**config.mk**
```make
export PLATFORM = sky130hd
export DESIGN_NAME = sub_share_arbiter_flat
export DESIGN_NICKNAME = d
export VERILOG_FILES = /design/src/rtl/sub_share_pkg.sv /design/src/rtl/sub_share_arbiter_if.sv /design/src/rtl/Subtraction.sv /design/src/rtl/rr_arbiter.sv /design/src/rtl/sub_share_arbiter.sv /design/src/flat_wrapper.sv
export SDC_FILE = /design/constraint.sdc
export NUM_CORES = 1
export LEC_CHECK = 0
export BUFFER_PORTS_ARGS = -buffer_cell sky130_fd_sc_hd__buf_2
export CORE_MARGIN = 8
export CORE_UTILIZATION = 38
export DETAILED_ROUTE_END_ITERATION = 16
export PLACE_DENSITY_LB_ADDON = 0.1
export SLEW_MARGIN = 5
export SYNTH_ARGS = -nofsm -noshare
export SYNTH_HDL_FRONTEND = slang
export SYNTH_SLANG_ARGS = --single-unit
```
**constraint.sdc**
```tcl
create_clock -name clk -period 12.15 [get_ports clk]
set_clock_uncertainty 0.05 [all_clocks]
set_input_delay 1.8225 -clock clk [delete_from_list [all_inputs] [get_ports clk]]
set_output_delay 1.8225 -clock clk [all_outputs]
set_load 0.005 [all_outputs]
```
**src/rtl/sub_share_pkg.sv**
```systemverilog
// Shared constants and helpers for PE resources that are time-shared
// between several requesters under round-robin arbitration.
package sub_share_pkg;

    localparam int NUM_REQ_DEF = 4;
    localparam int DATA_W_DEF  = 32;
    localparam int CNT_W_DEF   = 32;

    // Round-robin successor of ptr in the range 0..n-1.
    function automatic logic [31:0] rr_next(input logic [31:0] ptr, input logic [31:0] n);
        logic [31:0] nxt;
        nxt = ptr + 32'd1;
        if (nxt >= n) begin
            nxt = 32'd0;
        end
        return nxt;
    endfunction

endpackage

```
**src/rtl/sub_share_arbiter_if.sv**
```systemverilog
// Request/response bundle between NUM_REQ requesters and the shared subtractor.
// Requester i occupies bit i of each vector and bits [i*DATA_W +: DATA_W] of each bus.
interface sub_share_arbiter_if
    import sub_share_pkg::*;
#(
    parameter int NUM_REQ = NUM_REQ_DEF,
    parameter int DATA_W  = DATA_W_DEF
) ();

    logic [NUM_REQ-1:0]        req_valid;
    logic [NUM_REQ-1:0]        req_ready;
    logic [NUM_REQ*DATA_W-1:0] req_a;
    logic [NUM_REQ*DATA_W-1:0] req_b;

    logic [NUM_REQ-1:0]        rsp_valid;
    logic [NUM_REQ-1:0]        rsp_ready;
    logic [NUM_REQ*DATA_W-1:0] rsp_diff;
    logic [NUM_REQ-1:0]        rsp_borrow;

    // Requester side.
    modport master (
        output req_valid,
        output req_a,
        output req_b,
        output rsp_ready,
        input  req_ready,
        input  rsp_valid,
        input  rsp_diff,
        input  rsp_borrow
    );

    // Shared-resource side.
    modport slave (
        input  req_valid,
        input  req_a,
        input  req_b,
        input  rsp_ready,
        output req_ready,
        output rsp_valid,
        output rsp_diff,
        output rsp_borrow
    );

endinterface

```
**src/rtl/Subtraction.sv**
```systemverilog
// 32-bit unsigned subtractor: Diff = A - B modulo 2^32, Borrow = (A < B).
module Subtraction (
    input  logic [31:0] A,
    input  logic [31:0] B,
    output logic [31:0] Diff,
    output logic        Borrow
);

    logic [32:0] full;

    // The extra top bit of a zero-extended subtraction is exactly the borrow.
    assign full   = {1'b0, A} - {1'b0, B};
    assign Diff   = full[31:0];
    assign Borrow = full[32];

endmodule

```
**src/rtl/rr_arbiter.sv**
```systemverilog
// Combinational round-robin arbiter: searches req from ptr upward (wrapping)
// and returns a one-hot grant, its index and whether anything was granted.
module rr_arbiter #(
    parameter int NUM_REQ = 4,
    parameter int IDX_W   = (NUM_REQ > 1) ? $clog2(NUM_REQ) : 1
) (
    input  logic [NUM_REQ-1:0] req_i,
    input  logic [IDX_W-1:0]   ptr_i,
    output logic [NUM_REQ-1:0] grant_o,
    output logic [IDX_W-1:0]   grant_idx_o,
    output logic               any_grant_o
);

    int idx;

    always_comb begin
        grant_o     = '0;
        grant_idx_o = '0;
        any_grant_o = 1'b0;
        idx         = 0;
        for (int off = 0; off < NUM_REQ; off++) begin
            idx = int'(ptr_i) + off;
            if (idx >= NUM_REQ) begin
                idx = idx - NUM_REQ;
            end
            if (!any_grant_o && req_i[IDX_W'(idx)]) begin
                grant_o[IDX_W'(idx)] = 1'b1;
                grant_idx_o          = IDX_W'(idx);
                any_grant_o          = 1'b1;
            end
        end
    end

endmodule

```
**src/rtl/sub_share_arbiter.sv**
```systemverilog
// Time-shares one Subtraction instance among NUM_REQ requesters, with a
// one-entry response slot per requester and a running count of accepted ops.
module sub_share_arbiter
    import sub_share_pkg::*;
#(
    parameter int NUM_REQ = NUM_REQ_DEF,
    parameter int DATA_W  = DATA_W_DEF,
    parameter int CNT_W   = CNT_W_DEF
) (
    input  logic                 clk,
    input  logic                 rst_n,
    sub_share_arbiter_if.slave   bus,
    output logic [CNT_W-1:0]     op_count
);

    localparam int IDX_W = (NUM_REQ > 1) ? $clog2(NUM_REQ) : 1;

    logic [NUM_REQ-1:0]             rsp_valid_q, rsp_valid_d;
    logic [NUM_REQ-1:0][DATA_W-1:0] rsp_diff_q,  rsp_diff_d;
    logic [NUM_REQ-1:0]             rsp_borrow_q, rsp_borrow_d;
    logic [IDX_W-1:0]               ptr_q, ptr_d;
    logic [CNT_W-1:0]               cnt_q, cnt_d;

    logic [NUM_REQ-1:0] elig;
    logic [NUM_REQ-1:0] grant;
    logic [IDX_W-1:0]   grant_idx;
    logic               any_grant;

    logic [DATA_W-1:0]  op_a, op_b;
    logic [DATA_W-1:0]  sub_diff;
    logic               sub_borrow;

    // A full slot may accept a new result only in the cycle it is being drained.
    assign elig = bus.req_valid & (~rsp_valid_q | bus.rsp_ready);

    rr_arbiter #(
        .NUM_REQ (NUM_REQ),
        .IDX_W   (IDX_W)
    ) u_arb (
        .req_i       (elig),
        .ptr_i       (ptr_q),
        .grant_o     (grant),
        .grant_idx_o (grant_idx),
        .any_grant_o (any_grant)
    );

    assign bus.req_ready = rst_n ? grant : '0;

    // grant_idx is 0 when nothing is granted, so the idle mux selects requester 0.
    always_comb begin
        op_a = bus.req_a[0 +: DATA_W];
        op_b = bus.req_b[0 +: DATA_W];
        for (int i = 1; i < NUM_REQ; i++) begin
            if (grant_idx == IDX_W'(i)) begin
                op_a = bus.req_a[i*DATA_W +: DATA_W];
                op_b = bus.req_b[i*DATA_W +: DATA_W];
            end
        end
    end

    Subtraction u_sub (
        .A      (op_a),
        .B      (op_b),
        .Diff   (sub_diff),
        .Borrow (sub_borrow)
    );

    always_comb begin
        rsp_valid_d  = rsp_valid_q & ~bus.rsp_ready;
        rsp_diff_d   = rsp_diff_q;
        rsp_borrow_d = rsp_borrow_q;
        ptr_d        = ptr_q;
        cnt_d        = cnt_q;
        if (any_grant) begin
            rsp_valid_d[grant_idx]  = 1'b1;
            rsp_diff_d[grant_idx]   = sub_diff;
            rsp_borrow_d[grant_idx] = sub_borrow;
            ptr_d                   = IDX_W'(rr_next(32'(grant_idx), 32'(NUM_REQ)));
            cnt_d                   = cnt_q + 1'b1;
        end
    end

    always_ff @(posedge clk or negedge rst_n) begin
        if (!rst_n) begin
            rsp_valid_q  <= '0;
            rsp_diff_q   <= '0;
            rsp_borrow_q <= '0;
            ptr_q        <= '0;
            cnt_q        <= '0;
        end else begin
            rsp_valid_q  <= rsp_valid_d;
            rsp_diff_q   <= rsp_diff_d;
            rsp_borrow_q <= rsp_borrow_d;
            ptr_q        <= ptr_d;
            cnt_q        <= cnt_d;
        end
    end

    assign bus.rsp_valid  = rsp_valid_q;
    assign bus.rsp_diff   = rsp_diff_q;
    assign bus.rsp_borrow = rsp_borrow_q;
    assign op_count       = cnt_q;

endmodule

```
**src/flat_wrapper.sv**
```systemverilog
// flat-port wrapper written by rule: the top's interface ports become plain ports
module sub_share_arbiter_flat import sub_share_pkg::*;
#(
    parameter int NUM_REQ = NUM_REQ_DEF,
    parameter int DATA_W  = DATA_W_DEF,
    parameter int CNT_W   = CNT_W_DEF
)
  (clk, rst_n, op_count, bus_req_valid, bus_req_a, bus_req_b, bus_rsp_ready, bus_req_ready, bus_rsp_valid, bus_rsp_diff, bus_rsp_borrow);
  sub_share_arbiter_if #(.NUM_REQ(NUM_REQ), .DATA_W(DATA_W)) bus_i ();
  input  logic clk;
  input  logic rst_n;
  output logic [CNT_W-1:0] op_count;
  input wire logic [$bits(bus_i.req_valid)-1:0] bus_req_valid;
  input wire logic [$bits(bus_i.req_a)-1:0] bus_req_a;
  input wire logic [$bits(bus_i.req_b)-1:0] bus_req_b;
  input wire logic [$bits(bus_i.rsp_ready)-1:0] bus_rsp_ready;
  output wire logic [$bits(bus_i.req_ready)-1:0] bus_req_ready;
  output wire logic [$bits(bus_i.rsp_valid)-1:0] bus_rsp_valid;
  output wire logic [$bits(bus_i.rsp_diff)-1:0] bus_rsp_diff;
  output wire logic [$bits(bus_i.rsp_borrow)-1:0] bus_rsp_borrow;
  assign bus_i.req_valid = bus_req_valid;
  assign bus_i.req_a = bus_req_a;
  assign bus_i.req_b = bus_req_b;
  assign bus_i.rsp_ready = bus_rsp_ready;
  assign bus_req_ready = bus_i.req_ready;
  assign bus_rsp_valid = bus_i.rsp_valid;
  assign bus_rsp_diff = bus_i.rsp_diff;
  assign bus_rsp_borrow = bus_i.rsp_borrow;
  sub_share_arbiter #(.NUM_REQ(NUM_REQ), .DATA_W(DATA_W), .CNT_W(CNT_W)) u_core (.clk(clk), .rst_n(rst_n), .bus(bus_i), .op_count(op_count));
endmodule
```
==> results.rst <==
.. list-table::
   :header-rows: 1

   * - Metric
     - Value
   * - Setup TNS Final
     - 0 ps
   * - Largest net degree at the start of global routing
     - 102
   * - Post-DR vias/cell
     - 5.202
   * - Cell total after placement
     - 2050
   * - Count of unique library cells instantiated by Yosys
     - 64
   * - Global-route wire length before repair
     - 63610 um
   * - Arrival time worst endpoint
     - 7880 ps
   * - Number of clock sinks seen by CTS
     - 170
   * - Final critical delay including setup and external delays
     - 7657 ps
   * - Dominant cell by count in the synthesized netlist
     - nand2_1
   * - Fin crit share
     - 63.02%
   * - Mean cell area of the mapped netlist
     - 8.295 um^2
   * - Total Wirelength
     - 41960 um
   * - Post-CTS Hold Buffers
     - 0
   * - Final cell count without fillers
     - 2089
   * - Number of buffers on the longest clock path
     - 2
   * - Seq cells post-synth
     - 170
   * - Total congestion overflow
     - 0
   * - Total core area
     - 28390 um^2
   * - Vias in the first global route
     - 10930
   * - Number of max-capacitance violations reported
     - 0
   * - Top fanout value on the critical path
     - 51
   * - Area growth from synthesis to final layout
     - 28.18%
   * - Result of the run
     - finished, final reports clean
   * - Slew margin rel.
     - 38.81%
   * - Syn_nets
     - 1618
   * - Final-report hold violation count
     - 0
   * - Minimum setup slack after placement
     - 4057 ps
   * - Clock network latency to the later pin of the worst-skew pair
     - 420 ps
   * - Post-detailed-route wirelength per cell
     - 20.09 um
   * - Worst hold-check path type
     - register to register
   * - Leading cell types by total area after synthesis
     - dfrtp_1, o21ai_0, nand2_1, mux2i_1, a21oi_1
   * - TritonCTS clock tree
     - done
   * - Iteration count of the initial detailed-routing pass
     - 5
   * - Top cell type by total area after synthesis
     - dfrtp_1
   * - Crit path launch type
     - input pin
   * - Worst setup slack after layout
     - 4493 ps
   * - Library cell used as clock root buffer
     - clkbuf_16
   * - Layout Nets
     - 1997
   * - Cts bufs inserted
     - 17
   * - Effective utilization at floorplan
     - 38.15%
   * - Fraction of the core area covered by cells at the end of the flow
     - 48.91%
   * - Die boundary height
     - 184.8 um
   * - Worst Setup End Kind
     - register
   * - Initial antenna violation count
     - 15
   * - Gate Count Post-Synth
     - 1306
   * - Top cells by count, synth
     - nand2_1, o21ai_0, dfrtp_1, nor2_1, a21oi_1
   * - Post-cts sizing count
     - 0
   * - Number of filler instances in the final layout
     - 2852
   * - Gpl congestion
     - 0.8867
   * - Post-detailed-route DRC marker count
     - 0
   * - Half-perimeter wire length of the detailed placement result
     - 34160 um
   * - Actual slew at the worst max-slew pin
     - 917.9 ps
   * - Overall fraction of global-route tracks in use
     - 24.10%
   * - Iter 0 DRT Violations
     - 610
   * - Area of the die
     - 34170 um^2
   * - Post-synth ARST share
     - 100.0%
   * - Via count
     - 10870
   * - Final setup vio count
     - 0
   * - Peak clock frequency supported by timing
     - 130.6 MHz
   * - Area share of the largest cell type after synthesis
     - 39.27%
   * - Synthesized area
     - 10830 um^2
   * - Sequential share of the synthesized area
     - 39.27%
   * - Share of layout cells above drive strength 1
     - 29.92%
   * - Setup repair after global routing missed its margin
     - false
   * - Overall die width
     - 184.8 um
   * - Count of warnings emitted by yosys
     - 0
   * - Buffers added on ports
     - 437
   * - Required time worst endpoint
     - 12370 ps
   * - Most used flip-flop cell after synthesis
     - dfrtp_1
   * - Number of slew-limit violations in the final report
     - 0
   * - Count of flip-flops with a built-in enable after synthesis
     - 0
   * - Post-DRT Antenna Nets
     - 0
   * - Clock-pin slew of the registers on the worst-case setup and hold paths
     - 80 ps
   * - Start-to-end type of the worst setup path
     - input pin to register
   * - Core Rows
     - 62
   * - # IOs
     - 438
   * - Level count of the clock H-tree
     - 4
   * - Number of buffers inserted by post-CTS setup repair
     - 0
-- per-stage QoR --
stage / hold slack, ps / cell area (um^2)
global placement: 404.1 / 13270
global route: 441.6 / 13890
floorplan: 414.7 / 10830
detailed placement: 408.6 / 13270
finish: 416.5 / 13890
CTS: 419.2 / 13870
-- cell families (layout without fill, tap and decap cells) --
| logic type | Yosys count | count (layout) | share of synthesized area, % |
|---|---|---|---|
| mux | 79 | 79 | 7.819 |
| simple gates | 461 | 461 | 18.33 |
| other cells | 0 | 7 | 0 |
| flops | 170 | 170 | 39.27 |
| buf+inv | 100 | 492 | 3.731 |
| compound gates | 394 | 394 | 20.87 |
| xor+xnor | 56 | 56 | 4.597 |
| fa+ha+maj | 46 | 46 | 5.382 |
-- path summary, 6_finish.rpt --
path / from / endpoint / slack (ps) / cells past startpoint
setup / recovery: bus_rsp_ready[3] / u_core.bus.rsp_diff[92] / 4490 / 24
hold / removal: u_core.op_count[31] / u_core.op_count[31] / 420 / 1
setup reg to reg: u_core.ptr_q[0] / u_core.bus.rsp_diff[92] / 4940 / 21
hold reg to reg: u_core.op_count[31] / u_core.op_count[31] / 420 / 1
max in group asynchronous: rst_n / u_core.bus.rsp_diff[3] / 9120 / 2
min in group asynchronous: rst_n / u_core.op_count[7] / 1460 / 1
-- sequential cells by signal (all words and copies together), names as in the netlist --
name	flops
u_core.bus.rsp_borrow	4
u_core.ptr_q	2
u_core.op_count	32
u_core.bus.rsp_valid	4
u_core.bus.rsp_diff	128
-- routing by layer --
layer / vias to the layer above / part of all wire, % / track usage, %
li1: 5356 / - / -
met1: 5058 / 40 / 29.04
met2: 379 / 49 / 40.92
met3: 61 / 8.2 / 7.179
met4: 12 / 2.4 / 7.426
met5: - / 0.16 / 0
-- layout by cell type, fill, tap and decap left out, types with 6 or more instances in the layout --
master and instances:
dfrtp_1 170, diode_2 7, o211ai_1 6, o21ai_0 172, buf_2 436, nand3_1 24
nor3_1 17, a21oi_1 133, clkbuf_16 17, inv_1 14, xnor2_1 28, a21o_1 14
o21ai_1 12, nand4_1 21, a221oi_1 7, and2_1 8, buf_4 9, a211oi_1 6
nand2b_1 11, mux2i_1 70, and3_1 13, nor2_1 145, nand2_1 203, ha_1 42
xor2_1 27, o21bai_1 6
-- area by class of cell --
type / count / area [um^2] / share of cell area (%)
Clock inverter: 14 / 168.9 / 1.216
Inverter: 14 / 52.55 / 0.3784
Multi-Input combinational cell: 1036 / 6222 / 44.81
Antenna cell: 7 / 17.52 / 0.1261
Sequential cell: 170 / 4254 / 30.64
Tap cell: 384 / 480.5 / 3.460
Clock buffer: 18 / 429.2 / 3.091
Timing Repair Buffer: 446 / 2261 / 16.28
-- worst max-delay path, stage by stage --
cell and delay, ps:
buf_2 90, nand2b_1 160, and2_1 230, mux4_2 580, a211oi_1 270, a221oi_1 100, o21ai_0 440, ha_4 410
buf_4 750, mux2i_1 260, nor2_1 60, a21oi_1 140, nor2_1 50, a21oi_1 160, ha_1 200, inv_1 60
fa_1 410, a211oi_1 310, o21ai_1 150, a21oi_1 340, nor3_1 180, o31ai_2 270, xor2_1 280, o21ai_0 120
Power is left out: the tool's default activity adds up to more than one toggle a clock period on the data nets, which glitch-free logic cannot reach.
